==> src/rtl/mem_arb_pkg.sv <==
// mem_arb_pkg: shared defaults, arbiter state encoding and requester indices
package mem_arb_pkg;
  localparam int AW_DEF = 12;
  localparam int DW_DEF = 16;
  localparam logic [1:0] IDLE   = 2'd0;
  localparam logic [1:0] ISSUE  = 2'd1;
  localparam logic [1:0] LOCKED = 2'd2;
  localparam int REQ_CPU = 0;
  localparam int REQ_DBG = 1;
endpackage

==> src/rtl/rr_pick.sv <==
// rr_pick: combinational round-robin one-hot picker, searching upward from ptr with wrap
module rr_pick #(
  parameter int N  = 2,
  parameter int PW = $clog2(N)
) (
  input  logic [N-1:0]  req,
  input  logic [PW-1:0] ptr,
  input  logic [N-1:0]  mask,
  output logic [N-1:0]  gnt
);
  logic [N-1:0] cand;
  assign cand = req & mask;
  // scan offsets high-to-low so the candidate closest to ptr is the last to overwrite
  always_comb begin
    gnt = '0;
    for (int k = N - 1; k >= 0; k--)
      if (cand[(int'(ptr) + k) % N]) gnt = N'(1) << ((int'(ptr) + k) % N);
  end
endmodule

==> src/rtl/mem_arbiter.sv <==
// mem_arbiter: round-robin arbiter with bounded lock sharing the MU0 memory port
module mem_arbiter
  import mem_arb_pkg::*;
#(
  parameter int N_REQ    = 2,
  parameter int AW       = AW_DEF,
  parameter int DW       = DW_DEF,
  parameter int MAX_LOCK = 4
) (
  input  logic                clk,
  input  logic                reset,
  input  logic [N_REQ-1:0]    req,
  input  logic [N_REQ-1:0]    rw,
  input  logic [N_REQ-1:0]    lock,
  input  logic [N_REQ*AW-1:0] addr,
  input  logic [N_REQ*DW-1:0] wdata,
  output logic [N_REQ-1:0]    gnt,
  output logic [N_REQ-1:0]    rvalid,
  output logic [DW-1:0]       rdata,
  output logic                mem_rw,
  output logic [AW-1:0]       mem_addr,
  output logic [DW-1:0]       mem_wdata,
  input  logic [DW-1:0]       mem_rdata,
  output logic                busy
);
  localparam int PW = $clog2(N_REQ);
  localparam int CW = $clog2(MAX_LOCK + 1);
  logic [1:0]       state;
  logic [PW-1:0]    ptr, owner, w;
  logic [CW-1:0]    cnt;
  logic [N_REQ-1:0] mask, rd_pend;
  logic             hold;
  assign hold = state == LOCKED && req[owner] && lock[owner] && cnt < CW'(MAX_LOCK);
  assign mask = !reset ? '0 : hold ? N_REQ'(1) << owner : '1;
  rr_pick #(.N(N_REQ), .PW(PW)) u_pick (
    .req  (req),
    .ptr  (ptr),
    .mask (mask),
    .gnt  (gnt)
  );
  // encode the one-hot grant into the winner index
  always_comb begin
    w = '0;
    for (int i = 0; i < N_REQ; i++) if (gnt[i]) w = PW'(i);
  end
  // register the winner's command, return read data a cycle later, track lock ownership
  always_ff @(posedge clk or negedge reset) begin
    if (!reset) begin
      rvalid    <= '0;
      rdata     <= '0;
      mem_rw    <= 1'b0;
      mem_addr  <= '0;
      mem_wdata <= '0;
      busy      <= 1'b0;
      rd_pend   <= '0;
      ptr       <= '0;
      owner     <= '0;
      cnt       <= '0;
      state     <= IDLE;
    end else begin
      rvalid  <= rd_pend;
      if (|rd_pend) rdata <= mem_rdata;
      busy    <= |gnt;
      mem_rw  <= |gnt & rw[w];
      rd_pend <= gnt & ~rw;
      if (|gnt) begin
        mem_addr  <= addr[w*AW +: AW];
        mem_wdata <= wdata[w*DW +: DW];
        ptr       <= (int'(w) == N_REQ - 1) ? '0 : w + 1'b1;
        owner     <= w;
        state     <= lock[w] ? LOCKED : ISSUE;
        cnt       <= !lock[w] ? '0 :
                     (state == LOCKED && owner == w) ? (cnt == CW'(MAX_LOCK) ? cnt : cnt + 1'b1) :
                     CW'(1);
      end else begin
        state <= IDLE;
        cnt   <= '0;
      end
    end
  end
endmodule

==> config.mk <==
export PLATFORM = sky130hd
export DESIGN_NAME = mem_arbiter
export DESIGN_NICKNAME = d
export VERILOG_FILES = /design/src/rtl/mem_arb_pkg.sv /design/src/rtl/rr_pick.sv /design/src/rtl/mem_arbiter.sv
export SDC_FILE = /design/constraint.sdc
export NUM_CORES = 1
export LEC_CHECK = 0
export BUFFER_PORTS_ARGS = -buffer_cell sky130_fd_sc_hd__buf_2
export CORE_MARGIN = 3
export CORE_UTILIZATION = 30
export DETAILED_ROUTE_END_ITERATION = 8
export REMOVE_ABC_BUFFERS = 1
export SETUP_SLACK_MARGIN = 0.2
export SLEW_MARGIN = 30
export SYNTH_ARGS = -nofsm -noshare
export SYNTH_HDL_FRONTEND = slang
export SYNTH_SLANG_ARGS = --single-unit
==> constraint.sdc <==
create_clock -name clk -period 4 [get_ports clk]
set_input_delay 0 -clock clk [delete_from_list [all_inputs] [get_ports clk]]
set_output_delay 0 -clock clk [all_outputs]
set_load 0.02 [all_outputs]
Word-level counts from Yosys, hierarchy flattened
Cells that the tools add are included.
{"block": "totals", "reg_bits": 57, "romBits": 0, "word_cells": 65, "latch_bits": 0, "mem_bits_rw": 0, "out_inout_bits": 50, "mem_count": 0}
{"block": "classes", "shift": 5, "n_eq_ne": 4, "bitwise": 5, "magnitude_cmp": 5, "add_sub_neg": 3, "mux": 25, "multipliers": 1, "n_div": 0, "reduce_logical": 6}
{"operator": "32-bit by 6-bit indexed part select with 16-bit output", "count": 1}
{"operator": "1-bit by 32-bit left shift with 2-bit output (first input constant)", "count": 1}
{"operator": "24-bit by 6-bit indexed part select with 12-bit output", "count": 1}
{"operator": "1-bit 2-to-1 mux", "count": 15}
{"operator": "2-bit 2-to-1 mux", "count": 6}
{"operator": "3-bit 2-to-1 mux", "count": 4}
{"operator": "1-bit by 2-bit less-than comparator with 1-bit output (second input constant)", "count": 3}
{"operator": "2-bit bitwise AND", "count": 2}
{"operator": "1-bit logical AND", "count": 4}
{"operator": "4-bit inequality test (second input constant)", "count": 1}
{"operator": "2-bit OR reduction", "count": 2}
{"operator": "1-bit by 1-bit left shift with 2-bit output (first input constant)", "count": 2}
{"operator": "3-bit by 1-bit adder with 3-bit output (second input constant)", "count": 1}
{"operator": "3-bit equality test (second input constant)", "count": 1}
{"operator": "2-bit by 3-bit less-than comparator with 1-bit output (second input constant)", "count": 1}
{"operator": "3-bit less-than comparator (second input constant)", "count": 1}
{"operator": "1-bit by 2-bit multiplier with 3-bit output (second input constant)", "count": 1}
{"operator": "1-bit adder (second input constant)", "count": 2}
{"operator": "2-bit equality test (second input constant)", "count": 1}
{"operator": "2-bit NOT", "count": 1}
{"operator": "1-bit bitwise AND", "count": 1}
{"operator": "1-bit bitwise AND (first input constant)", "count": 1}
{"operator": "1-bit equality test", "count": 1}

Logic depth before layout (Yosys ltp)
{"block": "logic_depth", "word_depth": 19, "mapped_depth": 6}

Hierarchy
A second synthesis with hierarchy kept.
{"block": "unflattened", "cells_unflattened": 207, "area_unflattened_um2": 2493.6}
{"mod": "mem_arbiter", "cells_per_inst": 204, "instances": 1, "area_each_um2": 2473.6}
{"mod": "rr_pick", "cells_per_inst": 3, "instances": 1, "area_each_um2": 20.0}

Worst setup path after synthesis
OpenSTA, ideal clock, no wires.
{"block": "synth_path", "path_kind": "reg-to-reg", "from": "register state[0]", "to": "register mem_addr[0]", "setup_slack_ns": 2.411, "stages_incl_launch_ff": 7, "t_arrival_ns": 1.463, "n_path_buf": 1, "period_less_slack_ns": 1.589, "cell_sequence": "dfrtp_1 -> nand2b_4 -> o311ai_2 -> or2_1 -> inv_2 -> buf_6 -> a221o_1"}
{"block": "synth_via", "word_cells_on_any_way": 18}
{"element": "start: declaration", "line": "mem_arbiter.sv:28", "source": "logic [1:0] state;"}
{"element": "start signal: assignment", "line": "mem_arbiter.sv:71", "source": "state <= lock[w] ? LOCKED : ISSUE;"}
{"element": "2-bit equality test *", "line": "mem_arbiter.sv:33", "source": "assign hold = state == LOCKED && req[owner] && lock[owner] && cnt < CW'(MAX_LOCK);"}
{"element": "1-bit logical AND * (3 in series)", "line": "mem_arbiter.sv:33"}
{"element": "2-bit 2-to-1 mux * (2 in series)", "line": "mem_arbiter.sv:34", "source": "assign mask = !reset ? '0 : hold ? N_REQ'(1) << owner : '1;"}
{"element": "2-bit bitwise AND *", "line": "rr_pick.sv:12", "source": "assign cand = req & mask;"}
{"element": "1-bit 2-to-1 mux (not written as such) (3 in series)", "line": "rr_pick.sv:17", "source": "if (cand[(int'(ptr) + k) % N]) gnt = N'(1) << ((int'(ptr) + k) % N);"}
{"element": "2-bit 2-to-1 mux", "line": "rr_pick.sv:17"}
{"element": "2-bit 2-to-1 mux *", "line": "rr_pick.sv:17"}
{"element": "named net gnt[0]", "line": "mem_arbiter.sv:17", "source": "output logic [N_REQ-1:0] gnt,"}
{"element": "2-bit OR reduction *", "line": "mem_arbiter.sv:66", "source": "if (|gnt) begin"}
{"element": "end signal: assignment", "line": "mem_arbiter.sv:67", "source": "mem_addr <= addr[w*AW +: AW];"}
{"element": "end: declaration", "line": "mem_arbiter.sv:21", "source": "output logic [AW-1:0] mem_addr,"}
Mark *: on every way through the listed nets, which the timed path passes. The rest lies on a longest branch. The select of a mux whose other input is x is not followed.
A chain may end at the register's enable or synchronous reset.

Final worst setup path
{"block": "layout_path", "from": "register state[0]", "to": "register mem_wdata[14]"}
{"block": "layout_via", "elab_chain_cells": 14, "word_cells_on_any_way": 17}
{"element": "2-bit equality test *", "line": "mem_arbiter.sv:33"}
{"element": "1-bit logical AND * (3 in series)", "line": "mem_arbiter.sv:33"}
{"element": "2-bit 2-to-1 mux * (2 in series)", "line": "mem_arbiter.sv:34"}
{"element": "2-bit bitwise AND *", "line": "rr_pick.sv:12"}
{"element": "1-bit 2-to-1 mux (not written as such) (3 in series)", "line": "rr_pick.sv:17"}
{"element": "2-bit 2-to-1 mux", "line": "rr_pick.sv:17"}
{"element": "2-bit 2-to-1 mux *", "line": "rr_pick.sv:17"}
{"element": "1-bit 2-to-1 mux", "line": "mem_arbiter.sv:44", "source": "for (int i = 0; i < N_REQ; i++) if (gnt[i]) w = PW'(i);"}
{"element": "32-bit by 6-bit indexed part select with 16-bit output", "line": "mem_arbiter.sv:68", "source": "mem_wdata <= wdata[w*DW +: DW];"}
{"element": "end signal: assignment", "line": "mem_arbiter.sv:68"}
{"element": "end: declaration", "line": "mem_arbiter.sv:22", "source": "output logic [DW-1:0] mem_wdata,"}
Every way passes the cells marked *; elsewhere a longest branch is shown, timed or not. The select of a mux whose other input is x is not followed.

==> metrics <==
P&R area growth vs syn=67.7%; placed cells=415; Post-Synth Simple-Gate Area=12.7%; TritonCTS clock tree=built; Yosys cell types=37; core box area=about 7900 um2; Slew Limit Headroom=46.2%; die height=97.3 um; R2R Path Start=state[0]; Yosys reg bits=57; critical path startpoint=state[0]; area fraction in compound gates after synthesis=16.8%; WP data arrival=2890 ps; leading area contributor after synthesis=dfrtp_1; sequential element share of the synthesized area=57.1%; grt ovf=0; cell count after synthesis=193; Syn Std Cell Area=2500 um2; Max Cap Violations=0; DR vias/cell=4.71; post-synth top area share=between 50% and 60%; Synth Area in Adders=1.00%; IO Pins=130; DRC viols=0; WL/cell=between 10 and 15 um; Final Critical Period=2690 ps; Crit path buffers/inverters=2; Die X=between 90 and 100 um; Worst Clk Skew=7.82 ps; Sink Count=57; Initial DRC Count=136; worst hold start=req[1]; Clock Path Buffers=2; crit-path cells=nand2b_4 > o311ai_2 > or2_1 > inv_2 > a221o_1 > dlygate4sd3_1; antenna cells=0; Routed Antenna Nets=0; most frequent cells in the layout=129 x buf_2, 78 x dlygate4sd3_1, 57 x dfrtp_1, 20 x and2_1, 19 x a221o_1; Hold WC Path Type=in -> reg; highest clock rate=~370 MHz; RSZ-0062 raised after global routing=false; Post-Route Setup TNS=0 ps; total track usage=15.9%; share of cells above drive strength 1=between 40% and 50%; worst skew pair latency=330 ps; Routed WL=about 7400 um; vias in the first global route=2,581; router iterations before antenna repair=4; Tot Pwr=1.82 mW; Worst path max stage delay=between 500 and 600 ps; Multi-input gate area=977 um2; initial antenna violation count=0; Power per Cell Area=around 430 nW/um2; Yosys warnings=0; Final Cycle Share=67.2%; via count=2,399; largest net degree at the start of global routing=36; H-tree depth=3; crit path max fanout=21; Non-Filler Instances=509; worst setup path class=reg -> reg; die footprint=9460 um2; first-pass GRT wire length=around 12,000 um; final hold violation count=0; Pleak=2.03 nW; Worst VDD drop=226 uV; Reg clk slew, reported paths=60 ps; initial core utilization=31.7%; Post-Synth XOR/XNOR Area=less than 1%; CTS Buf Count=9; CP Capture Type=flop; Syn Area/Cell=12.9 um2; Slew @ Worst Pin=805 ps; port bufs=approximately 130; layout net count=484; FP Rows=32; slowest cell on the critical path=dlygate4sd3_1; Seq. cell area=1430 um2; post-synthesis mux area share=8.01%; outcome=completed; setup-violating endpoint count in the final report=0; Critical Path RT=4210 ps; Worst setup SP type=flop; clock root buffer=clkbuf_8; CP delay by family, top=buffers and inverters; fill count=roughly 700; largest family of logic cells by synthesized area=compound AO/OA/AOI/OAI gates; commonest non-fill, non-tap cell in the layout=buf_2; Pins Over Slew Limit=0; HPWL after DPL=4650 um; RePlAce Congestion=0.806; synth top area cells=dfrtp_1 57%, a221o_1 7.6%, mux2_2 7.2%
[registers in the layout, indices dropped and copies added, names as in the netlist]
name and cells:
mem_rw 1, state 2, rvalid 2, busy 1
owner 1, mem_wdata 16, ptr 1, cnt 3
rdata 16, rd_pend 2, mem_addr 12
[synth_stat cells]
cell	instances
a21boi_0	1
buf_4	1
mux2i_1	2
nand3b_1	1
o21a_1	2
nand2_1	6
a41o_1	1
a221o_1	19
o311ai_2	1
buf_6	4
nor3_1	3
clkbuf_1	3
xnor2_1	1
inv_1	4
mux2_2	16
nand2_2	1
nand2b_1	10
a31oi_1	2
and2_1	20
nor3b_4	1
o221a_2	9
nand3_1	3
buf_2	3
o21ai_1	1
a41oi_1	1
ha_1	2
a31o_2	1
o31ai_1	2
nor2b_1	1
nor2_1	3
nand2b_4	1
dfrtp_1	57
or2_1	1
a21oi_1	1
inv_2	2
o21ai_0	5
and3_1	1
[final timing paths]
kind / slack, ps / endpoint / depth (start not counted)
min: 180 / ptr / 5
max in group asynchronous: 2910 / rdata[15] / 3
min in group asynchronous: 220 / ptr / 2
min reg2reg: 400 / rvalid[1] / 0
max reg2reg: 1310 / mem_wdata[14] / 6
max: 1310 / mem_wdata[14] / 6
[cell type report]
type	count	area share [%]
timing repair buffer	209	34.4
sequential	57	34.0
multi-input combinational	119	23.3
clock buffer	10	3.28
tap	102	3.05
clock inverter	6	1.37
inverter	6	0.537
[layer usage]
metal / track usage (%) / vias up / part of all wire [%]
met1: 18.5 / 1146 / 42
met2: 27.2 / 113 / 50
met5: 0 / - / 0
li1: - / 1132 / -
met4: 6.07 / 0 / 1.1
met3: 5.17 / 8 / 6.9
[power breakdown]
part	internal (mW)	switching, mW
registers	0.676	0.0534
clock network	0.300	0.221
logic	0.287	0.278
[metrics by stage]
step / utilization (%) / instance area [um2] / hold WS [ps] / setup slack [ps]
6_report: 53.1 / 4190 / 178 / 1310
5_1_grt: 53.1 / 4190 / 216 / 1030
4_1_cts: 53.1 / 4190 / 146 / 1320
3_5_place_dp: 40.8 / 3210 / 41.8 / 1890
3_3_place_gp: 40.7 / 3210 / 37.6 / 1960
2_1_floorplan: - / 2420 / -296 / 2190
[logic make-up (layout without fill, tap and decap cells)]
kind of cell / Yosys count / after routing
buf+inv: 17 / 231
xor+xnor: 1 / 1
simple gates: 52 / 52
flops: 57 / 57
fa+ha+maj: 2 / 2
compound gates: 46 / 46
mux: 18 / 18
[timing repair]
action,4_1_cts,5_1_grt
setup endpoints to repair,0,0
endpoints found under the hold margin,72,0
buffers inserted,0,0
gates resized for setup,0,0
hold buffers,78,0
[worst register-to-register path, stage by stage, from the launching register on]
cell and delay, ps:
dfrtp_1 400, nand2b_4 170, o311ai_2 260, or2_1 430
inv_2 290, a221o_1 430, dlygate4sd3_1 580
(Power assumes the default switching activity.)
